$ cat config.mk
export PLATFORM = sky130hd
export DESIGN_NAME = cpu_eu_flat
export DESIGN_NICKNAME = d
export VERILOG_FILES = /design/src/rtl/cpu_eu_if.sv /design/src/rtl/cpu_eu.sv /design/src/flat_wrapper.sv
export SDC_FILE = /design/constraint.sdc
export NUM_CORES = 1
export LEC_CHECK = 0
export ABC_CLOCK_PERIOD_IN_PS = 5620
export BUFFER_PORTS_ARGS = -buffer_cell sky130_fd_sc_hd__buf_2
export CAP_MARGIN = 15
export CORE_UTILIZATION = 40
export DETAILED_ROUTE_END_ITERATION = 12
export GPL_TIMING_DRIVEN = 0
export PLACE_DENSITY = 0.63
export SLEW_MARGIN = 10
export SYNTH_ARGS = -nofsm -noshare
export SYNTH_HDL_FRONTEND = slang
export SYNTH_SLANG_ARGS = --single-unit
$ cat constraint.sdc
create_clock -name clk -period 5.62 [get_ports clk]
set_input_delay 0.281 -clock clk [delete_from_list [all_inputs] [get_ports clk]]
set_output_delay 0.281 -clock clk [all_outputs]
set_load 0.01 [all_outputs]
$ cat src/rtl/cpu_eu_if.sv
// Control-word and memory-bus bundle between the CPU control unit and the execution unit.
// No handshake: the control word is sampled on every rising clk edge, and results are valid combinationally in the same cycle.
interface cpu_eu_if;
  logic [2:0]  W_addr;
  logic [2:0]  R_addr;
  logic [2:0]  S_addr;
  logic        adr_sel;
  logic        s_sel;
  logic        pc_ld;
  logic        pc_inc;
  logic        pc_sel;
  logic        ir_ld;
  logic        rw_en;
  logic [3:0]  alu_op;
  logic [15:0] D_in;
  logic [15:0] Address;
  logic [15:0] D_out;
  logic [15:0] IR;
  logic        N;
  logic        Z;
  logic        C;

  modport master (
    output W_addr, R_addr, S_addr, adr_sel, s_sel, pc_ld, pc_inc, pc_sel,
           ir_ld, rw_en, alu_op, D_in,
    input  Address, D_out, IR, N, Z, C
  );

  modport slave (
    input  W_addr, R_addr, S_addr, adr_sel, s_sel, pc_ld, pc_inc, pc_sel,
           ir_ld, rw_en, alu_op, D_in,
    output Address, D_out, IR, N, Z, C
  );
endinterface

$ cat src/rtl/cpu_eu.sv
// 16-bit CPU execution unit: PC, IR, 8x16 register file and ALU.
// Optional macro EU_R0_ZERO_EN hardwires R0 to zero.
module cpu_eu (
  input  logic     clk,
  input  logic     reset,
  cpu_eu_if.slave  eu_io
);
  logic [15:0] pc_q, pc_d;
  logic [15:0] ir_q, ir_d;
  logic [15:0] rf_q [8];
  logic [15:0] r_out, s_out, y, wdata;
  logic [16:0] sum;
  logic        c;
  logic        wr_ok;

`ifdef EU_R0_ZERO_EN
  assign r_out = (eu_io.R_addr == 3'd0) ? 16'h0000 : rf_q[eu_io.R_addr];
  assign s_out = (eu_io.S_addr == 3'd0) ? 16'h0000 : rf_q[eu_io.S_addr];
  assign wr_ok = eu_io.rw_en && (eu_io.W_addr != 3'd0);
`else
  assign r_out = rf_q[eu_io.R_addr];
  assign s_out = rf_q[eu_io.S_addr];
  assign wr_ok = eu_io.rw_en;
`endif

  // Arithmetic ops run in 17 bits so the carry/borrow falls out as bit 16.
  always_comb begin
    y   = 16'h0000;
    c   = 1'b0;
    sum = 17'h00000;
    case (eu_io.alu_op)
      4'b0000: y = s_out;
      4'b0001: y = r_out;
      4'b0010: begin sum = {1'b0, s_out} + 17'd1;          {c, y} = sum; end
      4'b0011: begin sum = {1'b0, s_out} - 17'd1;          {c, y} = sum; end
      4'b0100: begin sum = {1'b0, r_out} + {1'b0, s_out};  {c, y} = sum; end
      4'b0101: begin sum = {1'b0, r_out} - {1'b0, s_out};  {c, y} = sum; end
      4'b0110: begin y = {1'b0, s_out[15:1]}; c = s_out[0];  end
      4'b0111: begin y = {s_out[14:0], 1'b0}; c = s_out[15]; end
      default: ;
    endcase
  end

  always_comb begin
    pc_d = pc_q;
    if (eu_io.pc_ld)
      pc_d = eu_io.pc_sel ? s_out : pc_q + {{8{ir_q[7]}}, ir_q[7:0]};
    else if (eu_io.pc_inc)
      pc_d = pc_q + 16'd1;
  end

  assign ir_d  = eu_io.ir_ld ? eu_io.D_in : ir_q;
  assign wdata = eu_io.s_sel ? eu_io.D_in : y;

  always_ff @(posedge clk) begin
    if (reset) begin
      pc_q <= 16'h0000;
      ir_q <= 16'h0000;
      for (int i = 0; i < 8; i++) rf_q[i] <= 16'h0000;
    end else begin
      pc_q <= pc_d;
      ir_q <= ir_d;
      if (wr_ok) rf_q[eu_io.W_addr] <= wdata;
    end
  end

  assign eu_io.Address = eu_io.adr_sel ? r_out : pc_q;
  assign eu_io.D_out   = s_out;
  assign eu_io.IR      = ir_q;
  assign eu_io.N       = y[15];
  assign eu_io.Z       = (y == 16'h0000);
  assign eu_io.C       = c;
endmodule

$ cat src/flat_wrapper.sv
// flat-port wrapper written by rule: the top's interface ports become plain ports
module cpu_eu_flat 
  (clk, reset, eu_io_W_addr, eu_io_R_addr, eu_io_S_addr, eu_io_adr_sel, eu_io_s_sel, eu_io_pc_ld, eu_io_pc_inc, eu_io_pc_sel, eu_io_ir_ld, eu_io_rw_en, eu_io_alu_op, eu_io_D_in, eu_io_Address, eu_io_D_out, eu_io_IR, eu_io_N, eu_io_Z, eu_io_C);
  cpu_eu_if eu_io_i ();
  input  logic clk;
  input  logic reset;
  input wire logic [$bits(eu_io_i.W_addr)-1:0] eu_io_W_addr;
  input wire logic [$bits(eu_io_i.R_addr)-1:0] eu_io_R_addr;
  input wire logic [$bits(eu_io_i.S_addr)-1:0] eu_io_S_addr;
  input wire logic [$bits(eu_io_i.adr_sel)-1:0] eu_io_adr_sel;
  input wire logic [$bits(eu_io_i.s_sel)-1:0] eu_io_s_sel;
  input wire logic [$bits(eu_io_i.pc_ld)-1:0] eu_io_pc_ld;
  input wire logic [$bits(eu_io_i.pc_inc)-1:0] eu_io_pc_inc;
  input wire logic [$bits(eu_io_i.pc_sel)-1:0] eu_io_pc_sel;
  input wire logic [$bits(eu_io_i.ir_ld)-1:0] eu_io_ir_ld;
  input wire logic [$bits(eu_io_i.rw_en)-1:0] eu_io_rw_en;
  input wire logic [$bits(eu_io_i.alu_op)-1:0] eu_io_alu_op;
  input wire logic [$bits(eu_io_i.D_in)-1:0] eu_io_D_in;
  output wire logic [$bits(eu_io_i.Address)-1:0] eu_io_Address;
  output wire logic [$bits(eu_io_i.D_out)-1:0] eu_io_D_out;
  output wire logic [$bits(eu_io_i.IR)-1:0] eu_io_IR;
  output wire logic [$bits(eu_io_i.N)-1:0] eu_io_N;
  output wire logic [$bits(eu_io_i.Z)-1:0] eu_io_Z;
  output wire logic [$bits(eu_io_i.C)-1:0] eu_io_C;
  assign eu_io_i.W_addr = eu_io_W_addr;
  assign eu_io_i.R_addr = eu_io_R_addr;
  assign eu_io_i.S_addr = eu_io_S_addr;
  assign eu_io_i.adr_sel = eu_io_adr_sel;
  assign eu_io_i.s_sel = eu_io_s_sel;
  assign eu_io_i.pc_ld = eu_io_pc_ld;
  assign eu_io_i.pc_inc = eu_io_pc_inc;
  assign eu_io_i.pc_sel = eu_io_pc_sel;
  assign eu_io_i.ir_ld = eu_io_ir_ld;
  assign eu_io_i.rw_en = eu_io_rw_en;
  assign eu_io_i.alu_op = eu_io_alu_op;
  assign eu_io_i.D_in = eu_io_D_in;
  assign eu_io_Address = eu_io_i.Address;
  assign eu_io_D_out = eu_io_i.D_out;
  assign eu_io_IR = eu_io_i.IR;
  assign eu_io_N = eu_io_i.N;
  assign eu_io_Z = eu_io_i.Z;
  assign eu_io_C = eu_io_i.C;
  cpu_eu u_core (.clk(clk), .reset(reset), .eu_io(eu_io_i));
endmodule
==> results.ini, run 1 <==
[global_routing]
grt_remaining_overflow = 0
grtUsageTotal_pct = 27.8
grt_max_degree = 18
antenna_found_initial = 1
grt_pass1_wl_um = 63000
grt_pass1_vias = 10200

[final_layout]
final_common_cell = nor2_1
final_area_mm2 = 0.0137
final_cell_mix = 199 x nor2_1, 128 x edfxtp_1, 83 x buf_2, 74 x nand2_1, 60 x mux4_2
multi_input_area_mm2 = 0.00720
drive_above_1_share_pct = 20.9
antenna-diode-count = 0
final_util_pct = 47.1
seqCellArea_mm2 = 0.00448
synthToLayoutAreaGrowth_pct = 14.6
finalNetCount = 1376
layout.cells.non_filler = 1681
nFillCells = 2730

[logic_synthesis]
syn_nets = 1270
synth_adder_area_share_pct = 5.84
synthFlopType = edfxtp_1
synth-async-reset-ratio_pct = 0
synth_xor_area_share_pct = 4.18
yosys_warnings = 0
muxShareOfSynthArea_pct = 19.3
synth-seq-cells = 160
synth_edf_count = 128
synth-compound-area-share_pct = 12.8
synth_cell_types = 77
ys_seq_area_share_pct = 37.5
synth_area_mm2 = 0.0120
synth_top_family_by_area = multiplexers
avgSynthCellArea_um2 = 10.1
synth_cells = 1178
synth-simple-area-share_pct = 16.7

[setup_path]
crit_chain = mux2_2 > o22ai_1 > or2_2 > clkinvlp_4 > ha_1 > nor2_1 > a221oi_4 > o41ai_4 > o311ai_1 > a221o_1 > mux2i_1 > xnor2_1 > a221o_1 > or4_1 > nor4_2 > buf_2
required_ns = 5.34
crit_arrival_ns = 5.21
worst-path-buf-inv = 2
cp_slowest_cell = or4_1
crit_fanout = 7
crit_top_cell = a221o_1
r2r_cells = 15
slowest_delay_ns = 0.57
path_class = reg -> out
critPathTopFamily = compound AO/OA/AOI/OAI gates
startpoint_type = flop
end_kind = output port
crit_cells = 16

[routing]
num_vias = 10600
drtIter0Drc = 1406
drt_first_pass_iters = 6
wire_per_inst_um = 25.3
drc_errors = 0
ant_nets = 0
wirelength_um = 42600
viasPerCell = 6.30

[clocking]
cts_max_path_buffers = 2
cts.sink_count = 160
cts_inserted_buffers = 17
clock_latency_ns = 0.43
clkTransAtPathRegs_ns = 0.07
cts-root-buf = clkbuf_16
cts_tree = done
cts_max_level = 4

[floorplanning]
die_h_um = 175
dieArea_mm2 = 0.0306
core_mm2 = 0.0291
start_util_pct = 41.1
fp-row-count = 62
ioPinCount = 89
die_w_um = 175

[placed_design]
portBuffers = 80
placed_cells = 1643
place_hpwl_um = 31200
dpl_cell_area_mm2 = 0.0129
place_congestion = 0.965

[timing]
hold_ws_ns = 0.120
worst-slew-pin-transition_ns = 1.23
timing.fmax_ghz = 0.182
hold_viol = 0
maxSlewViolCount = 0
finalCritPeriodShare_pct = 97.6
timing.final.crit_period_ns = 5.49
maxSlewHeadroom_pct = 17.2
clock-skew-final_ns = 0.0117
finalSetupViolCount = 0

[pwr]
peakVddDrop_mv = 0.227
powerDensity_mw_per_mm2 = 266
fin_total_pwr_uw = 3640
leakagePower_uw = 0.00520

[min_path]
hold_path.class = in -> reg
hold_depth = 3

[outcome]
status = finished, final reports clean

[run]
drv_cap = 0

## worst reg2reg max path, delay by kind of cell (launching register included)
kind | cells | cell delay [ns]
AOI/OAI and AO/OA | 6 | 1.49
adders and majority gates | 1 | 0.30
buffers and inverters | 1 | 0.23
DFF | 1 | 0.46
muxes | 2 | 0.54
and+or+nand+nor | 5 | 1.61
## logic make-up after synthesis
| kind of cell | count (synthesis) |
|---|---|
| buffers and inverters | 109 |
| muxes | 146 |
| xor gates and xnor gates | 57 |
| adders and majority gates | 54 |
| AOI/OAI and AO/OA | 222 |
| DFF | 160 |
| and+or+nand+nor | 430 |
## report_power, final
| part | internal [uW] | switching [uW] |
|---|---|---|
| sequential | 1340 | 52.7 |
| combinational | 402 | 670 |
| clock | 635 | 541 |
| total | 2380 | 1260 |
## cell usage after synthesis (28+ instances only)
master / number / share of area (%)
nor2_1: 199 / 6.2
edfxtp_1: 128 / 32
nand2_1: 74 / 2.3
mux4_2: 60 / 11
clkbuf_1: 52 / 1.6
ha_1: 51 / 5.3
mux2i_1: 49 / 4.1
xnor2_1: 47 / 3.4
o21ai_0: 43 / 1.8
a21oi_1: 39 / 1.6
dfxtp_1: 32 / 5.4
inv_1: 30 / 0.94
mux2_2: 30 / 2.8
nor3_1: 28 / 1.2
## cell type report
cell class | instances | share of cell area (%)
Multi-Input combinational cell | 909 | 52.5
Sequential cell | 160 | 32.7
Tap cell | 384 | 3.51
Timing Repair Buffer | 87 | 3.31
Clock buffer | 17 | 3.11
Buffer | 65 | 2.33
Clock inverter | 15 | 1.24
Inverter | 44 | 1.23
## sequential cells by signal, summed over array words and instances, names as in the netlist
signal and count:
u_core.eu_io.IR 16, u_core.pc_q 16, u_core.rf_q 128
## routing by layer
metal  share of wire (%)  up-vias  track usage (%)
met5                   0        -                0
li1                    -     4664                -
met1                  40     5230             36.4
met4                 3.6        0             12.1
met3                 9.3       84             5.09
met2                  47      611             44.9
## final timing paths
check             slack (ns)                               end                             start
hold / removal          0.12  u_core.eu_io.IR[12]$_SDFFE_PP0P_                    eu_io_D_in[12]
setup / recovery        0.13                           eu_io_Z   u_core.rf_q[3][2]$_SDFFCE_PN0P_
setup reg to reg        0.72  u_core.rf_q[1][15]$_SDFFCE_PN0P_   u_core.rf_q[3][2]$_SDFFCE_PN0P_
hold reg to reg         0.50  u_core.eu_io.IR[10]$_SDFFE_PP0P_  u_core.eu_io.IR[10]$_SDFFE_PP0P_
## repair_timing
action,CTS,global route
setup buffers,0,6
hold buffers,0,0
setup endpoints to repair,77,1
endpoints found under the hold margin,0,0
gates resized for setup,39,27
## metrics by stage
step                setup WS [ns]  TNS (ns)
floorplan                   0.182         0
global placement            -2.04    -83.85
detailed placement          -1.56    -82.22
CTS                        0.0252         0
global route              -0.0402   -0.0402
finish                      0.134         0
Note: power is estimated with default switching activity, not from simulation.
==> run 2, diff against run 1 <==
--- a/config.mk
+++ b/config.mk
@@ -6,13 +6,13 @@
 export NUM_CORES = 1
 export LEC_CHECK = 0
 export ABC_CLOCK_PERIOD_IN_PS = 5620
-export BUFFER_PORTS_ARGS = -buffer_cell sky130_fd_sc_hd__buf_2
 export CAP_MARGIN = 15
 export CORE_UTILIZATION = 40
 export DETAILED_ROUTE_END_ITERATION = 12
+export DONT_BUFFER_PORTS = 1
 export GPL_TIMING_DRIVEN = 0
-export PLACE_DENSITY = 0.63
-export SLEW_MARGIN = 10
+export PLACE_DENSITY = 0.6
+export SLEW_MARGIN = 20
 export SYNTH_ARGS = -nofsm -noshare
 export SYNTH_HDL_FRONTEND = slang
 export SYNTH_SLANG_ARGS = --single-unit
==> results.ini, run 2 (synthesis gave the netlist of run 1 again) <==
[routing]
viasPerCell = 6.33  ; was 6.30
num_vias = 10200  ; was 10600
wire_per_inst_um = 26.2  ; was 25.3 um
drt_first_pass_iters = 8  ; was 6
drtIter0Drc = 1466  ; was 1406
ant_nets = 0  ; unchanged
wirelength_um = 42400  ; was 42600 um
drc_errors = 0  ; unchanged

[timing]
timing.fmax_ghz = 0.182  ; about the same
setup_tns_ns = 0  ; unchanged
rsz0062_at_grt = no
finalCritPeriodShare_pct = 97.8  ; was 97.6%
hold_ws_ns = 0.0110  ; was 0.120 ns
timing.final.crit_period_ns = 5.50  ; was 5.49 ns
maxSlewHeadroom_pct = 23.3  ; was 17.2%
hold_viol = 0  ; unchanged
worst-slew-pin-transition_ns = 1.15  ; was 1.23 ns
clock-skew-final_ns = 0.0122  ; was 0.0117 ns
finalSetupViolCount = 0  ; unchanged
maxSlewViolCount = 0  ; unchanged

[min_path]
hold_path.class = in -> reg  ; unchanged

[floorplanning]
ioPinCount = 89  ; unchanged
start_util_pct = 41.1  ; unchanged
fp-row-count = 62  ; unchanged
dieArea_mm2 = 0.0306  ; unchanged
die_w_um = 175  ; unchanged
core_mm2 = 0.0291  ; unchanged
die_h_um = 175  ; unchanged

[final_layout]
final_cell_mix = 199 x nor2_1, 128 x edfxtp_1, 74 x nand2_1, 60 x mux4_2, 51 x ha_1  ; was 199 x nor2_1, 128 x edfxtp_1, 83 x buf_2, 74 x nand2_1, 60 x mux4_2
multi_input_area_mm2 = 0.00720  ; about the same
drive_above_1_share_pct = 15.8  ; was 20.9%
antenna-diode-count = 0  ; unchanged
synthToLayoutAreaGrowth_pct = 12.9  ; was 14.6%
seqCellArea_mm2 = 0.00448  ; unchanged
regMostFlops = u_core.rf_q  ; unchanged
finalNetCount = 1310  ; was 1376
largest_reg_flops = 128  ; unchanged
final_common_cell = nor2_1  ; unchanged
nFillCells = 2729  ; was 2730

[global_routing]
grt_pass1_wl_um = 62800  ; was 63000 um
grtUsageTotal_pct = 27.7  ; was 27.8%
grt_max_degree = 17  ; was 18
grt_remaining_overflow = 0  ; unchanged
grt_pass1_vias = 9953  ; was 10200
antenna_found_initial = 0  ; was 1

[pwr]
peakVddDrop_mv = 0.233  ; was 0.227 mV
leakagePower_uw = 0.00492  ; was 0.00520 uW
powerDensity_mw_per_mm2 = 278  ; was 266 mW/mm2

[clocking]
cts_inserted_buffers = 17  ; unchanged
cts_max_level = 4  ; unchanged
cts.sink_count = 160  ; unchanged
cts-root-buf = clkbuf_16  ; unchanged
clkTransAtPathRegs_ns = 0.06  ; was 0.07 ns
cts_max_path_buffers = 2  ; unchanged
clock_latency_ns = 0.44  ; was 0.43 ns
cts_tree = done  ; unchanged

[setup_path]
critPathTopFamily = multiplexers  ; was compound AO/OA/AOI/OAI gates
cp_slowest_cell = mux2i_1  ; was or4_1
required_ns = 5.34  ; about the same
startpoint_type = input port  ; was flop
crit_end = eu_io_Z  ; unchanged
r2r_cells = 15  ; unchanged
slowest_delay_ns = 0.85  ; was 0.57 ns
crit_arrival_ns = 5.22  ; was 5.21 ns
path_class = in -> out  ; was reg -> out
crit_chain = buf_2 > clkbuf_4 > clkbuf_4 > mux4_2 > mux2i_1 > inv_2 > ha_1 > inv_1 > o311ai_1 > a221o_1 > mux2i_1 > xnor2_1 > a221o_1 > or4_1 > nor4_4  ; was mux2_2 > o22ai_1 > or2_2 > clkinvlp_4 > ha_1 > nor2_1 > a221oi_4 > o41ai_4 > o311ai_1 > a221o_1 > mux2i_1 > xnor2_1 > a221o_1 > or4_1 > nor4_2 > buf_2
worst-path-buf-inv = 5  ; was 2
cp-startpoint = eu_io_S_addr[2]  ; was u_core.rf_q[3][2]$_SDFFCE_PN0P_
reg2reg_to = u_core.rf_q[1][15]$_SDFFCE_PN0P_  ; unchanged
reg2reg_slack_ns = 0.54  ; was 0.72 ns
timing.rr.start = u_core.rf_q[0][2]$_SDFFCE_PN0P_  ; was u_core.rf_q[3][2]$_SDFFCE_PN0P_
crit_fanout = 10  ; was 7
end_kind = output port  ; unchanged
crit_cells = 15  ; was 16

[placed_design]
portBuffers = 0  ; was 80
place_hpwl_um = 31100  ; was 31200 um
place_congestion = 0.991  ; was 0.965

[run]
drv_cap = 0  ; unchanged

[outcome]
status = finished, final reports clean  ; unchanged

[run 2: area by class of cell]
cell class,count,area share [%]
multi-input combinational,909,53.3
clock buffer,17,3.15
clock inverter,15,1.80
sequential,160,33.2
buffer,65,2.30
tap,384,3.56
inverter,44,1.25
timing repair buffer,21,1.45
[run 2: metal layers]
metal / GRT usage, % / up-vias / wire, um
met1: 35.6 / 5055 / 17000
li1: - / 4547 / -
met3: 6.74 / 71 / 3980
met4: 10.2 / 0 / 1400
met5: 0 / - / 0
met2: 45.1 / 549 / 20000
[run 2: repair_timing]
item                                   4_1_cts  5_1_grt
setup endpoints to repair                   83        9
hold buffers                                15        0
gates resized for setup                     31       18
setup buffers                                0        5
endpoints found under the hold margin       15        0
[run 2: worst min path at each step]
stage / start / end / slack, ns / cells after the start
final: eu_io_D_in[13] / u_core.eu_io.IR[13]$_SDFFE_PP0P_ / 0.01 / 2
after global routing: eu_io_D_in[13] / u_core.eu_io.IR[13]$_SDFFE_PP0P_ / 0.03 / 2
after CTS: eu_io_D_in[13] / u_core.eu_io.IR[13]$_SDFFE_PP0P_ / 0.0009 / 2
after detailed placement: eu_io_D_in[1] / u_core.eu_io.IR[1]$_SDFFE_PP0P_ / 0.44 / 2
after global placement: eu_io_D_in[1] / u_core.eu_io.IR[1]$_SDFFE_PP0P_ / 0.43 / 2
after floorplan: eu_io_D_in[10] / u_core.eu_io.IR[10]$_SDFFE_PP0P_ / 0.43 / 2
[run 2: per-stage QoR]
stage,setup WS (ns),utilization (%),std cells,power [uW],area [um2]
floorplan,0.182,-,1178,2080,12000
global placement,-2.11,42.8,1562,2360,12400
detailed placement,-1.59,42.8,1563,2370,12500
CTS,0.000352,46.0,1610,3710,13400
global route,0.000623,46.4,1615,3870,13500
finish,0.123,46.4,1615,3750,13500
[run 2: power breakdown]
group	switching (uW)	internal [uW]	total [uW]	leakage [uW]
Combinational	646	375	1020	0.00301
Clock	527	805	1330	0.000321
Sequential	56.7	1340	1390	0.00159
Total	1230	2520	3750	0.00492
==> run 3, diff against run 2 <==
==> constraint.sdc (replaced) <==
create_clock -name clk -period 5.62 [get_ports clk]
set_input_delay 1.124 -clock clk [delete_from_list [all_inputs] [get_ports clk]]
set_output_delay 1.124 -clock clk [all_outputs]
set_load 0.01 [all_outputs]
==> results.ini, run 3 (synthesis gave the netlist of run 1 again) <==
[timing]
finalSetupViolCount = 3  ; was 0
maxSlewHeadroom_pct = 18.4  ; was 23.3%
timing.final.crit_period_ns = 6.38  ; was 5.50 ns
clock-skew-final_ns = 0.0110  ; was 0.0122 ns
finalCritPeriodShare_pct = 114  ; was 97.8%
maxSlewViolCount = 0  ; unchanged
worst_slack_ns = -0.761  ; was 0.123 ns
setup_tns_ns = -1.08  ; was 0 ns
timing.fmax_ghz = 0.157  ; was 0.182 GHz
worst-slew-pin-transition_ns = 1.22  ; was 1.15 ns
hold_ws_ns = 0.560  ; was 0.0110 ns
rsz0062_at_grt = yes  ; was no
hold_viol = 0  ; unchanged

[min_path]
hold_path.class = reg -> reg  ; was in -> reg

[global_routing]
grtUsageTotal_pct = 29.0  ; was 27.7%
use_met3_pct = 6.40  ; was 6.74%
grt_max_degree = 17  ; unchanged
grt_use_met1_pct = 37.4  ; was 35.6%
grt_pass1_wl_um = 65300  ; was 62800 um
busiest_layer = met2  ; unchanged
grt_pass1_vias = 10300  ; was 9953
gr-usage-met2_pct = 46.7  ; was 45.1%
antenna_found_initial = 2  ; was 0
grt_remaining_overflow = 0  ; unchanged

[routing]
ant_nets = 0  ; unchanged
wire_per_inst_um = 26.9  ; was 26.2 um
wirelength_um = 44200  ; was 42400 um
drt_first_pass_iters = 6  ; was 8
viasPerCell = 6.36  ; was 6.33
drc_errors = 0  ; unchanged
num_vias = 10500  ; was 10200
drtIter0Drc = 1348  ; was 1466

[final_layout]
final_util_pct = 49.0  ; was 46.4%
antenna-diode-count = 0  ; unchanged
drive_above_1_share_pct = 23.8  ; was 15.8%
largest_reg_flops = 128  ; unchanged
final_common_cell = nor2_1  ; unchanged
final_cell_mix = 195 x nor2_1, 128 x edfxtp_1, 71 x nand2_1, 60 x mux4_2, 51 x buf_4  ; was 199 x nor2_1, 128 x edfxtp_1, 74 x nand2_1, 60 x mux4_2, 51 x ha_1
finalNetCount = 1340  ; was 1310
synthToLayoutAreaGrowth_pct = 19.2  ; was 12.9%
regMostFlops = u_core.rf_q  ; unchanged
final_area_mm2 = 0.0142  ; was 0.0135 mm2

[floorplanning]
core_mm2 = 0.0291  ; unchanged
dieArea_mm2 = 0.0306  ; unchanged
start_util_pct = 41.1  ; unchanged
ioPinCount = 89  ; unchanged
fp-row-count = 62  ; unchanged
die_h_um = 175  ; unchanged
die_w_um = 175  ; unchanged

[clocking]
cts_inserted_buffers = 17  ; unchanged
clkTransAtPathRegs_ns = 0.07  ; was 0.06 ns
cts_max_level = 4  ; unchanged
clock_latency_ns = 0.44  ; about the same
holdBufCountCts = 0  ; was 15
cts_max_path_buffers = 2  ; unchanged
cts_tree = done  ; unchanged
cts.sink_count = 160  ; unchanged
cts-root-buf = clkbuf_16  ; unchanged

[placed_design]
place_congestion = 0.984  ; was 0.991
place_hpwl_um = 31700  ; was 31100 um
portBuffers = 0  ; unchanged
dpl_cell_area_mm2 = 0.0126  ; was 0.0125 mm2

[pwr]
power_frac_seq_pct = 37.5  ; was 37.2%
fin_total_pwr_uw = 3730  ; was 3750 uW
clkPwrFrac_pct = 30.4  ; was 35.5%
leakagePower_uw = 0.00523  ; was 0.00492 uW
intPower_uw = 2440  ; was 2520 uW
switching_share_pct = 34.4  ; was 32.8%
peakVddDrop_mv = 0.246  ; was 0.233 mV
powerDensity_mw_per_mm2 = 261  ; was 278 mW/mm2
combPwrFrac_pct = 32.1  ; was 27.2%
p_sw_uw = 1280  ; was 1230 uW

[setup_path]
required_ns = 4.50  ; was 5.34 ns
end_kind = output port  ; unchanged
path_class = in -> out  ; unchanged
crit_fanout = 8  ; was 10
startpoint_type = input port  ; unchanged
crit_arrival_ns = 5.26  ; was 5.22 ns

[outcome]
violations = negative setup slack
status = finished, violations left  ; was finished, final reports clean

[run]
drv_cap = 0  ; unchanged

[run 3: cell types whose count changed in the layout (fill, tap and decap cells not counted), sizes merged]
| cell | previous run | this run |
|---|---|---|
| dlygate4sd3 | 15 | 0 |
| buf | 17 | 64 |
| clkinv | 1 | 8 |
| bufbuf | 0 | 2 |
| bufinv | 5 | 1 |
| clkbuf | 70 | 68 |
| clkdlybuf4s15 | 1 | 0 |
| inv | 50 | 46 |
[run 3: layer usage]
layer,vias up,part of all wire (%)
met5,-,0.027
met4,2,4.0
met3,98,9.9
met2,603,47
met1,5151,39
li1,4603,-
[run 3: final timing paths]
check,start,end,slack (ns),cells past startpoint
max reg2reg,u_core.rf_q[0][0]$_SDFFCE_PN0P_,u_core.rf_q[2][15]$_SDFFCE_PN0P_,0.62,17
max,eu_io_R_addr[0],eu_io_Z,-0.76,14
min,u_core.eu_io.IR[13]$_SDFFE_PP0P_,u_core.eu_io.IR[13]$_SDFFE_PP0P_,0.56,2
min reg2reg,u_core.eu_io.IR[13]$_SDFFE_PP0P_,u_core.eu_io.IR[13]$_SDFFE_PP0P_,0.56,2
[run 3: stage by stage]
stage / cells / setup slack (ns)
floorplan: 1178 / -0.306
global placement: 1562 / -1.80
detailed placement: 1563 / -1.82
CTS: 1633 / -0.747
global route: 1645 / -0.800
finish: 1645 / -0.761
[run 3: cell type report]
type	instances	area [um2]
buffer	63	463
clock buffer	18	429
clock inverter	14	134
fill	2655	14800
inverter	44	180
multi-input combinational	909	7590
sequential	160	4480
tap	384	480
timing repair buffer	53	488
[run 3: critical path, stage by stage]
cell	delay, ns
clkbuf_16	0.15
clkbuf_16	0.16
mux4_2	0.52
mux2i_4	0.21
inv_2	0.09
fa_2	0.40
a211o_1	0.34
a2111oi_4	0.43
o21ai_0	0.15
o21ai_1	0.16
xnor2_1	0.10
a221o_2	0.41
or4_4	0.56
nor4_4	0.44
[run 3: power groups by stage]
stage / sequential, uW / clock (uW) / combinational, uW
2_1_floorplan: 1400 / 0 / 708
3_3_place_gp: 1420 / 0 / 969
5_1_grt: 1400 / 1170 / 1270
4_1_cts: 1390 / 1130 / 1120
3_5_place_dp: 1420 / 0 / 981
6_report: 1400 / 1130 / 1200
[run 3: repair_timing]
action / 4_1_cts / 5_1_grt
endpoints found under the setup margin: 37 / 3
pin swaps: 29 / 21
setup buffers: 37 / 11
gates cloned: 3 / 1
resized for setup: 97 / 36
endpoints found under the hold margin: 0 / 0
